`config.mk`:
```
export PLATFORM = sky130hd
export DESIGN_NAME = sipo_deser
export DESIGN_NICKNAME = d
export VERILOG_FILES = /design/src/rtl/sipo_pkg.sv /design/src/rtl/sipo_hold.sv /design/src/rtl/sipo_deser.sv
export SDC_FILE = /design/constraint.sdc
export NUM_CORES = 1
export LEC_CHECK = 0
export ABC_AREA = 1
export BUFFER_PORTS_ARGS = -buffer_cell sky130_fd_sc_hd__buf_4
export CAP_MARGIN = 0
export CORE_MARGIN = 4
export CORE_UTILIZATION = 45
export CTS_BUF_LIST = sky130_fd_sc_hd__clkbuf_8
export DETAILED_ROUTE_END_ITERATION = 10
export GPL_TIMING_DRIVEN = 0
export PLACE_DENSITY = 0.64
export SYNTH_ARGS = -nofsm -noshare
export SYNTH_HDL_FRONTEND = slang
export SYNTH_SLANG_ARGS = --single-unit
```
`constraint.sdc`:
```
create_clock -name clk -period 1.7 [get_ports clk]
set_input_delay 0.17 -clock clk [delete_from_list [all_inputs] [get_ports clk]]
set_output_delay 0.17 -clock clk [all_outputs]
set_load 0.005 [all_outputs]
```
`src/rtl/sipo_pkg.sv`:
```
// rtl/sipo_pkg.sv - shared state encoding and sizing helper for the sipo_deser slice.
package sipo_pkg;

  typedef enum logic {
    ST_DATA = 1'b0,
    ST_PAR  = 1'b1
  } state_e;

  // Never returns less than 1 so a counter always has at least one bit.
  function automatic int clog2(input int n);
    int r;
    r = 1;
    for (int i = 1; i < 32; i++) begin
      if ((1 << i) < n) r = i + 1;
    end
    return r;
  endfunction

endpackage

```
`src/rtl/sipo_hold.sv`:
```
// rtl/sipo_hold.sv - one-word holding register with valid/ready handshake and sticky overrun.
module sipo_hold #(
  parameter int DW = 4
) (
  input  logic          clk,
  input  logic          rst,
  input  logic          in_valid,
  input  logic [DW-1:0] in_data,
  output logic [DW-1:0] out_data,
  output logic          out_valid,
  input  logic          out_ready,
  output logic          overrun,
  input  logic          clr_ovr
);

  logic [DW-1:0] data_q, data_d;
  logic          valid_q, valid_d;
  logic          ovr_q, ovr_d;
  logic          load;
  logic          ovr_event;

  always_comb begin
    load      = in_valid & (~valid_q | out_ready);
    ovr_event = in_valid & valid_q & ~out_ready;
    data_d    = load ? in_data : data_q;
    valid_d   = valid_q;
    if (load)           valid_d = 1'b1;
    else if (out_ready) valid_d = 1'b0;
    // A fresh overrun outranks a clear landing in the same cycle.
    ovr_d = ovr_q;
    if (ovr_event)    ovr_d = 1'b1;
    else if (clr_ovr) ovr_d = 1'b0;
  end

  always_ff @(posedge clk or negedge rst) begin
    if (!rst) begin
      data_q  <= '0;
      valid_q <= 1'b0;
      ovr_q   <= 1'b0;
    end else begin
      data_q  <= data_d;
      valid_q <= valid_d;
      ovr_q   <= ovr_d;
    end
  end

  assign out_data  = data_q;
  assign out_valid = valid_q;
  assign overrun   = ovr_q;

endmodule

```
`src/rtl/sipo_deser.sv`:
```
// rtl/sipo_deser.sv - serial-in parallel-out deserializer with valid/ready output.
// Define SIPO_DESER_PARITY_EN to add a trailing even-parity bit and the par_err output.
module sipo_deser
  import sipo_pkg::*;
#(
  parameter int WIDTH     = 4,
  parameter bit MSB_FIRST = 1'b1
) (
  input  logic             clk,
  input  logic             rst,
  input  logic             ser_in,
  input  logic             ser_valid,
  input  logic             sync,
  output logic [WIDTH-1:0] par_out,
  output logic             par_valid,
  input  logic             par_ready,
  output logic             overrun,
  input  logic             clr_ovr
`ifdef SIPO_DESER_PARITY_EN
  ,
  output logic             par_err
`endif
);

  localparam int CW = clog2(WIDTH);
  localparam logic [CW-1:0] LAST = CW'(WIDTH - 1);
`ifdef SIPO_DESER_PARITY_EN
  localparam int HW = WIDTH + 1;
`else
  localparam int HW = WIDTH;
`endif

  state_e           state_q, state_d, state_base;
  logic [CW-1:0]    cnt_q, cnt_d, cnt_base;
  logic [WIDTH-1:0] sh_q, sh_d, sh_base, sh_shift;
  logic             word_done;
  logic [HW-1:0]    word_data;
  logic [HW-1:0]    hold_data;

  // sync drops any partial word but still lets this cycle's bit start a new one.
  assign state_base = sync ? ST_DATA : state_q;
  assign cnt_base   = sync ? '0 : cnt_q;
  assign sh_base    = sync ? '0 : sh_q;
  assign sh_shift   = MSB_FIRST ? {sh_base[WIDTH-2:0], ser_in}
                                : {ser_in, sh_base[WIDTH-1:1]};

  always_ff @(posedge clk or negedge rst) begin
    if (!rst) state_q <= ST_DATA;
    else      state_q <= state_d;
  end

  always_comb begin
    state_d = state_base;
`ifdef SIPO_DESER_PARITY_EN
    if (ser_valid) begin
      if (state_base == ST_PAR)  state_d = ST_DATA;
      else if (cnt_base == LAST) state_d = ST_PAR;
    end
`endif
  end

  always_comb begin
    cnt_d     = cnt_base;
    sh_d      = sh_base;
    word_done = 1'b0;
`ifdef SIPO_DESER_PARITY_EN
    word_data = {(^sh_base) ^ ser_in, sh_base};
    if (ser_valid) begin
      if (state_base == ST_PAR) begin
        word_done = 1'b1;
      end else begin
        sh_d  = sh_shift;
        cnt_d = (cnt_base == LAST) ? '0 : cnt_base + 1'b1;
      end
    end
`else
    word_data = sh_shift;
    if (ser_valid) begin
      sh_d = sh_shift;
      if (cnt_base == LAST) begin
        cnt_d     = '0;
        word_done = 1'b1;
      end else begin
        cnt_d = cnt_base + 1'b1;
      end
    end
`endif
  end

  always_ff @(posedge clk or negedge rst) begin
    if (!rst) begin
      cnt_q <= '0;
      sh_q  <= '0;
    end else begin
      cnt_q <= cnt_d;
      sh_q  <= sh_d;
    end
  end

  sipo_hold #(.DW(HW)) u_hold (
    .clk       (clk),
    .rst       (rst),
    .in_valid  (word_done),
    .in_data   (word_data),
    .out_data  (hold_data),
    .out_valid (par_valid),
    .out_ready (par_ready),
    .overrun   (overrun),
    .clr_ovr   (clr_ovr)
  );

`ifdef SIPO_DESER_PARITY_EN
  assign {par_err, par_out} = hold_data;
`else
  assign par_out = hold_data;
`endif

endmodule

```
=== Word-level counts from Yosys, hierarchy flattened ===
Cells that the tools add are included.

* Register bits after elaboration: 41
* Input bits: 7
* Output and inout port bits: 6

* Add/subtract/negate cells: 1
* Equal/unequal tests: 1
* Multiplexer cells: 11
* Bitwise gates (word level): 6
* Reduce and logical (&&, ||, !) cells: 2

{| class="wikitable"
|+ Operator list
! cell !! number
|-
| two-way mux 32 bit || 3
|-
| adder 32 x 1 -> 32 bit, second input constant || 1
|-
| equality test 32 x 2 -> 1 bit, second input constant || 1
|-
| two-way mux 1 bit || 6
|-
| two-way mux 3 bit || 2
|-
| nonzero test 2 bit || 2
|-
| AND 1 bit || 3
|-
| inverter 1 bit || 2
|-
| OR 1 bit || 1
|}

=== Depth between registers and ports, before layout ===
Gate-level depths: netlist (run 1).

* Depth in word-level cells: 7
* Depth in mapped cells: 16
* Depth with buffers taken out: 14

=== Modules after synthesis ===
A second synthesis (run 1) with hierarchy kept.

* Cell total of the unflattened synthesis: 413
* Area, all modules: 2,760.1 µm²

{| class="wikitable"
|+ Modules (own cells, without submodules)
! module !! times used !! cells each !! area each (µm²) !! seq. area each (µm²)
|-
| sipo_deser || 1 || 388 || 2,526.2 || 875.8
|-
| sipo_hold || 1 || 25 || 234.0 || 150.1
|}

=== Worst setup path after synthesis (run 1) ===
OpenSTA, ideal clock, no wires.

* Path kind: input-to-reg
* Start: input port sync
* End: register cnt_q[8]
* Arrival time: 1.603 ns
* Setup slack: -0.021 ns
* Stages: 14
* Buffers on the path: 2
* Cells stage by stage: buf_6 inv_8 buf_2 nand2_1 inv_1 ha_1 nand2_1 inv_1 nand2_2 nor2_1 nand2_1 nor2_1 xor2_1 inv_1

* Word-level cells in the longest chain between the ends: 4
* Elaborated cells between the ends (all ways): 5
* Those cells by class: add/sub: 1; eq/ne: 1; mux: 3

{| class="wikitable"
|+ RTL lines
! what !! line !! text
|-
| start: declaration || sipo_deser.sv:13 || <nowiki>input logic sync,</nowiki>
|-
| two-way mux 32 bit * || sipo_deser.sv:42 || <nowiki>assign cnt_base = sync ? '0 : cnt_q;</nowiki>
|-
| adder 32 x 1 -> 32 bit / equality test 32 x 2 -> 1 bit (equally long branches) || sipo_deser.sv:84, sipo_deser.sv:80 ||
|-
| two-way mux 32 bit || sipo_deser.sv:80 || <nowiki>if (cnt_base == LAST) begin</nowiki>
|-
| two-way mux 32 bit * || sipo_deser.sv:78 || <nowiki>if (ser_valid) begin</nowiki>
|-
| net cnt_d[8] || sipo_deser.sv:34 || <nowiki>logic [CW-1:0] cnt_q, cnt_d, cnt_base;</nowiki>
|-
| end signal: assignment || sipo_deser.sv:95 || <nowiki>cnt_q <= cnt_d;</nowiki>
|-
| end: declaration || sipo_deser.sv:34 ||
|}

Mark *: on every way through the listed nets, which the timed path passes. The rest lies on a longest branch.
A chain may end at the register's enable or synchronous reset.

=== Worst setup path after layout (run 1) ===
* Start: register cnt_q[1]
* End: register cnt_q[30]

* Word-level cells in the longest chain between the ends: 4
* Elaborated cells between the ends (all ways): 5
* Those cells by class: add/sub: 1; eq/ne: 1; mux: 3

{| class="wikitable"
|+ RTL lines
! what !! line
|-
| two-way mux 32 bit * || sipo_deser.sv:42
|-
| adder 32 x 1 -> 32 bit / equality test 32 x 2 -> 1 bit (equally long branches) || sipo_deser.sv:84, sipo_deser.sv:80
|-
| two-way mux 32 bit * || sipo_deser.sv:80
|-
| two-way mux 32 bit * || sipo_deser.sv:78
|-
| net cnt_d[30] || sipo_deser.sv:34
|}

Marked as above.

==> results.sh, run 1 <==
export IMPL_outcome="completed"
export IMPL_fin_crit_sh_pct=93.50
export IMPL_synthesis_nets=466
export IMPL_cts_sinks=41
export IMPL_p_sw_share_pct=25.86
export IMPL_antenna_cells=0
export IMPL_instances_no_fill=555
export IMPL_setup_viol=0
export IMPL_grt_antenna_before_repair=0
export IMPL_routed_wl_um=8128
export IMPL_seqPwrFrac_pct=54.0
export IMPL_ys_seq_area_share_pct=34.61
export IMPL_worst_slew_pin_slew_ns=0.5472
export IMPL_drtPass1Iterations=7
export IMPL_power_frac_comb_pct=10.1
export IMPL_p_leak_uw=0.001850
export IMPL_io_buffers=11
export IMPL_grt_pass1_vias=2661
export IMPL_period_needed_ns=1.590
export IMPL_grt_util_all_layers_pct=22.06
export IMPL_drt_iter0_markers=220
export IMPL_drc_errors=0
export IMPL_relSlewSlack_pct=63.52
export IMPL_cts_buffers_inserted=5
export IMPL_cts_buffer_depth=2
export IMPL_ff2ff_setup_slack_ns=0.11
export IMPL_cts_root_buf="clkbuf_8"
export IMPL_power_internal_uw=1390
export IMPL_cts_clk_slew_worst_paths_ns=0.08
export IMPL_p_sw_uw=484.8
export IMPL_critPathKind="reg2reg"
export IMPL_synth_main_ff_cell="dfrtp_1"
export IMPL_dp_slack_ns=-0.3595
export IMPL_clk_latency_ns=0.30
export IMPL_rsz0062_at_grt="true"
export IMPL_postSynthAreaPerCell_um2=6.472
export IMPL_worstPathRequired_ns=1.94
export IMPL_viasPerCell=5.195
export IMPL_critPathLaunch="cnt_q[1]"
export IMPL_dieArea_um2=7950
export IMPL_start_util_pct=46.41
export IMPL_clock_power_share_pct=35.9
export IMPL_dpl_hpwl_um=6231
export IMPL_fmax_ghz=0.6291
export IMPL_grt_max_degree=42
export IMPL_clock_skew_ns=0.01119
export IMPL_vias=2883
export IMPL_overflow=0
export IMPL_synth_edf_count=0
export IMPL_finalHoldViolCount=0
export IMPL_setup_worst_path_start_class="flip-flop"
export IMPL_setup_slack_ns=0.1104
export IMPL_wl_per_cell_um=14.65
export IMPL_fp_coreArea_um2=6386
export IMPL_drv_cap=0
export IMPL_dieHeight_um=89.16
export IMPL_ant_nets=0
export IMPL_synth_seq_cells=41
export IMPL_post_route_util_pct=52.17
export IMPL_synthCells=458
export IMPL_arrival_ns=1.83
export IMPL_fillCellCount=639
export IMPL_nets=486
export IMPL_dp_cells=546
export IMPL_reg2reg_from="cnt_q[1]"
export IMPL_cts_tree="built"
export IMPL_rows=29
export IMPL_ys_types=28
export IMPL_grt_pass1_wl_um=13200
export IMPL_yosysWarningCount=0
export IMPL_gp_congestion=0.9275
export IMPL_min_from="clr_ovr"
export IMPL_pwr_density_cell_nw_per_um2=562.6
export IMPL_area_growth_pct=12.41
export IMPL_async_reset_ff_share_pct=100.0
export IMPL_end_kind="flip-flop"
export IMPL_h_tree_depth=2
export IMPL_drive_gt1_share_pct=16.32
export IMPL_crit_fanout=4
export IMPL_worstHoldPathType="in2reg"
export IMPL_syn_cell_area_um2=2964
export IMPL_boundaryPins=13
export IMPL_ir_drop_mv=0.5201
export IMPL_dieWidth_um=89.16
export IMPL_drv_slew=0
==> power groups by stage <==
stage          registers (µW)  logic, µW  clock network, µW
2_1_floorplan            1030       93.0                  0
3_3_place_gp             1030        177                  0
3_5_place_dp             1030        179                  0
4_1_cts                  1010        182                685
5_1_grt                  1020        210                731
6_report                 1010        189                673
==> state kept, by name, indices dropped and copies added, names as in the netlist <==
register,count
u_hold.overrun,1
sh_q,3
u_hold.out_valid,1
u_hold.out_data,4
cnt_q,32
==> layout by cell type (no fill, tap or decap), drive strengths merged <==
cell         instances
xnor2                5
nand3               48
o21ai               17
inv                 73
buf                 21
dfrtp               41
o22ai                1
nand3b               1
xor2                 5
nand4                6
nand2              156
nor3                 9
and2                 1
dlygate4sd3          1
clkbuf               6
a21oi                1
nor2                85
ha                   1
==> through the flow <==
step	setup TNS (ns)	total power (µW)	hold WS (ns)	area [µm²]
floorplan	0	1125	-0.1256	2969
CTS	0	1878	0.04634	3247
detailed placement	-5.649	1210	0.1990	3148
global route	-0.01501	1956	0.04977	3332
global placement	-4.818	1208	0.1993	3148
finish	0	1875	0.04565	3332
==> area by class of cell <==
class	count	area, µm²	share of cell area [%]
buffer	9	82.58	2.478
inverter	72	277.8	8.336
multi-input combinational	336	1660	49.83
tap	77	96.34	2.891
clock inverter	1	3.754	0.1127
clock buffer	6	82.58	2.478
timing repair buffer	13	100.1	3.004
sequential	41	1028	30.87
==> Yosys cell counts (2+ instances only) <==
cell type / instances / area (µm²)
nand3_1: 40 / 200.2
buf_6: 3 / 33.78
nor2_4: 6 / 67.56
nand3_2: 6 / 60.06
buf_2: 3 / 15.01
xnor2_1: 5 / 43.79
nand3_4: 2 / 35.03
nor3_1: 9 / 45.04
dfrtp_1: 41 / 1026
nand4_1: 6 / 37.54
inv_2: 2 / 7.510
nor2_1: 70 / 262.8
nand2_1: 150 / 563.0
nor2_2: 9 / 56.30
nand2_2: 5 / 31.28
xor2_1: 5 / 43.79
o21ai_0: 17 / 85.08
inv_1: 69 / 259.0
==> path summary, 6_finish.rpt <==
kind | to | cells past startpoint
worst min register to register | u_hold.out_data[0] | 2
worst max-delay path | cnt_q[30] | 13
worst min-delay path | u_hold.overrun | 2
worst max register to register | cnt_q[30] | 13
max in group asynchronous | cnt_q[6] | 2
min in group asynchronous | cnt_q[9] | 2
==> per-layer routing <==
layer / GRT usage (%) / up-vias / part of all wire (%)
met5: 0 / - / 0
met4: 9.066 / 0 / 3.0
met3: 2.949 / 21 / 5.0
met2: 34.03 / 97 / 44
met1: 31.08 / 1326 / 47
li1: - / 1439 / -
==> critical path, stage by stage (launching register included) <==
cell	delay [ns]
dfrtp_1	0.35
inv_2	0.04
nor2_4	0.11
ha_4	0.15
nand2_1	0.06
inv_2	0.07
nand2_4	0.08
nor2_4	0.16
nand2_2	0.09
nor2_4	0.18
nand3_2	0.08
nand2_1	0.06
nand2_1	0.05
inv_1	0.05
==> cell families after synthesis <==
group                    Yosys count  synth area share, %
AND/OR/NAND/NOR                  306                46.69
AO/OA/AOI/OAI                     19                3.250
XOR/XNOR                          10                2.955
buffers and inverters             81                12.07
adder cells (fa/ha/maj)            1               0.4221
flip-flops                        41                34.61
==> what timing repair did <==
item	in CTS	in global routing
hold buffers	1	0
pin swaps	0	6
endpoints found under the hold margin	41	0
endpoints found under the setup margin	8	20
resized for setup	1	24
setup buffers	0	1
No activity file was read; power rests on OpenSTA's default activity.
==> run 2: changes to the inputs <==
- HOLD_SLACK_MARGIN: default -> 0.02
- SYNTH_HIERARCHICAL: default -> 1
==> run 2 against run 1 <==
Compared with the run above:
- the flow now finishes with violations (setup timing)
- die area down 6.3%
- maximum frequency down 9.2%
- global-route usage down 1.2 points
- sequential power about the same
- sequential cell count unchanged
- non-clock buffer count up 8
- via count down 8.1%
- sequential share of layout area up 1.2 points
- setup slack worse by 0.16 ns
- critical path type unchanged
==> results.sh, run 2 <==
export IMPL_boundaryPins=13
export IMPL_regMostFlops="cnt_q"
export IMPL_layout_commonest_cell="nand2_1"
export IMPL_yosysWarningCount=6
export IMPL_power_uw=1907
export IMPL_drv_slew=0
export IMPL_clk_latency_ns=0.30
export IMPL_netlist_top_cells_area="dfrtp_1, nand2_1, nand3_1"
export IMPL_worstHoldPathType="in2reg"
export IMPL_cpPeakStageDelay_ns=0.35
export IMPL_slowest_stage="dfrtp_1"
export IMPL_rsz0062_at_grt="true"
export IMPL_drive_gt1_share_pct=18.33
export IMPL_p_leak_uw=0.001666
export IMPL_whs_ns=0.08448
export IMPL_async_reset_ff_share_pct=100.0
export IMPL_failed_checks="setup timing"
export IMPL_relSlewSlack_pct=64.14
export IMPL_fp_coreArea_um2=5921
export IMPL_drc_errors=0
export IMPL_routed_wl_um=7403
export IMPL_place_area_um2=2957
export IMPL_grt_pass1_wl_um=12280
export IMPL_dpl_hpwl_um=5299
export IMPL_setup_slack_ns=-0.04999
export IMPL_grt_util_all_layers_pct=20.86
export IMPL_setup_viol=9
export IMPL_drtPass1Iterations=5
export IMPL_critPathKind="reg2reg"
export IMPL_synth_common_cells="nand2_1, nor2_1, inv_1, nand3_1, dfrtp_1"
export IMPL_worst_slew_pin_slew_ns=0.5379
export IMPL_dp_cells=499
export IMPL_synth_top_area_cell="dfrtp_1"
export IMPL_crit_family="simple AND/OR/NAND/NOR gates"
export IMPL_postSynthAreaPerCell_um2=6.683
export IMPL_cts_buffers_inserted=5
export IMPL_grt_max_degree=42
export IMPL_synthesis_nets=421
export IMPL_stdcell_area_um2=3199
export IMPL_end_kind="flip-flop"
export IMPL_fmax_ghz=0.5714
export IMPL_ys_types=27
export IMPL_setup_worst_path_start_class="flip-flop"
export IMPL_start_util_pct=46.62
export IMPL_cts_root_buf="clkbuf_8"
export IMPL_h_tree_depth=2
export IMPL_post_route_util_pct=54.04
export IMPL_synth_top_area_share_pct=37.17
export IMPL_viasPerCell=5.126
export IMPL_grt_antenna_before_repair=0
export IMPL_gp_congestion=0.9297
export IMPL_pwr_density_cell_nw_per_um2=595.9
export IMPL_finalHoldViolCount=0
export IMPL_fin_crit_sh_pct=102.9
export IMPL_ys_seq_area_share_pct=37.17
export IMPL_worstPathRequired_ns=1.89
export IMPL_yosysMostFrequentCell="nand2_1"
export IMPL_antenna_cells=0
export IMPL_crit_chain="inv_1, nor2_2, ha_2, nand2_2, inv_2, nand2_2, nor2_4, nand3_2, nor2_2, nand2_2, clkinv_4, nand2_8, nand2_2, nand2_1"
export IMPL_cts_clk_slew_worst_paths_ns=0.09
export IMPL_cts_buffer_depth=2
export IMPL_wl_per_cell_um=14.32
export IMPL_synth_main_ff_cell="dfrtp_1"
export IMPL_dieArea_um2=7450
export IMPL_arrival_ns=1.94
export IMPL_period_needed_ns=1.750
export IMPL_vias=2650
export IMPL_rows=28
export IMPL_syn_cell_area_um2=2760
export IMPL_instances_no_fill=517
export IMPL_cts_tree="built"
export IMPL_drt_iter0_markers=360
export IMPL_ir_drop_mv=0.3719
export IMPL_io_buffers=11
export IMPL_clock_skew_ns=0.004605
export IMPL_dieWidth_um=86.32
export IMPL_synthCells=413
export IMPL_largest_reg_flops=32
export IMPL_crit_top_cell="nand2_2"
export IMPL_ant_nets=0
export IMPL_path_buf_inv=3
export IMPL_final_cell_mix="nand2_1, nor2_1, inv_1, nand3_1, dfrtp_1"
export IMPL_drv_cap=0
export IMPL_synth_edf_count=0
export IMPL_overflow=0
export IMPL_crit_fanout=8
export IMPL_dieHeight_um=86.32
export IMPL_outcome="finished with violations"
export IMPL_grt_pass1_vias=2562
export IMPL_synth_seq_cells=41
export IMPL_area_growth_pct=15.91
export IMPL_cts_sinks=41
export IMPL_nets=449
-- run 2: cell count changes after synthesis, sizes merged, moves of 2 or more --
| cell | change |
|---|---|
| nand2 | -24 |
| inv | -14 |
| nand3 | +12 |
| nor2 | -11 |
| o21ai | -7 |
| nor3 | -6 |
| xnor2 | +2 |
| xor2 | +2 |
-- run 2: what timing repair did --
item	CTS	global route
setup buffers	6	3
gates cloned	0	0
hold buffers	1	1
hold endpoints to repair	41	1
pin swaps	5	3
resized for setup	8	16
endpoints found under the setup margin	16	21
-- run 2: cells by family (layout without fill, tap and decap cells) --
| logic type | count (synthesis) | count (layout) | synth area share (%) |
|---|---|---|---|
| AND/OR/NAND/NOR | 280 | 280 | 45.83 |
| buffers and inverters | 67 | 96 | 10.29 |
| flip-flops | 41 | 41 | 37.17 |
| AO/OA/AOI/OAI | 10 | 10 | 1.813 |
| XOR/XNOR | 14 | 14 | 4.443 |
| adder cells (fa/ha/maj) | 1 | 1 | 0.4532 |
-- run 2: worst paths after layout --
path	from	slack, ns	to	cells after the start
worst max-delay path	cnt_q[1]	-0.05	u_hold/out_data[2]	14
worst min-delay path	ser_in	0.08	sh_q[0]	3
worst max register to register	cnt_q[1]	-0.05	u_hold/out_data[2]	14
worst min register to register	u_hold/out_data[0]	0.50	u_hold/out_data[0]	2
max in group asynchronous	rst	0.95	sh_q[1]	2
min in group asynchronous	rst	0.39	cnt_q[11]	2
-- run 2: through the flow --
| stage | worst slack, ns | setup TNS [ns] |
|---|---|---|
| after global routing | -0.1859 | -2.451 |
| final | -0.04999 | -0.2585 |
| after detailed placement | -0.6312 | -8.100 |
| after global placement | -0.6097 | -7.618 |
| after CTS | -0.06965 | -0.3890 |
| after floorplan | 0.01024 | 0 |
-- run 2: power breakdown --
group	leakage (µW)	switching, µW	internal (µW)
Clock	0.0000439	386	284
Combinational	0.00106	127	87.2
Sequential	0.000565	19.4	1000
Total	0.00167	532	1370
-- run 2: worst min-delay path: stages --
cell     delay [ns]
buf_4          0.09
nand2_1        0.05
nand2_1        0.05
-- run 2: layout make-up --
| type | instances | area [µm²] |
|---|---|---|
| buffer | 8 | 65.06 |
| clock buffer | 5 | 68.82 |
| clock inverter | 3 | 17.52 |
| fill | 576 | 2721 |
| inverter | 58 | 227.7 |
| multi-input combinational | 305 | 1526 |
| sequential | 41 | 1026 |
| tap | 75 | 93.84 |
| timing repair buffer | 22 | 173.9 |
-- run 2: per-layer routing --
layer | vias up | global-route usage [%] | routed length [µm]
met1 | 1221 | 28.47 | 3321
met3 | 18 | 2.947 | 340
met5 | - | 0 | 0
li1 | 1332 | - | -
met4 | 0 | 7.224 | 162
met2 | 79 | 33.99 | 3578
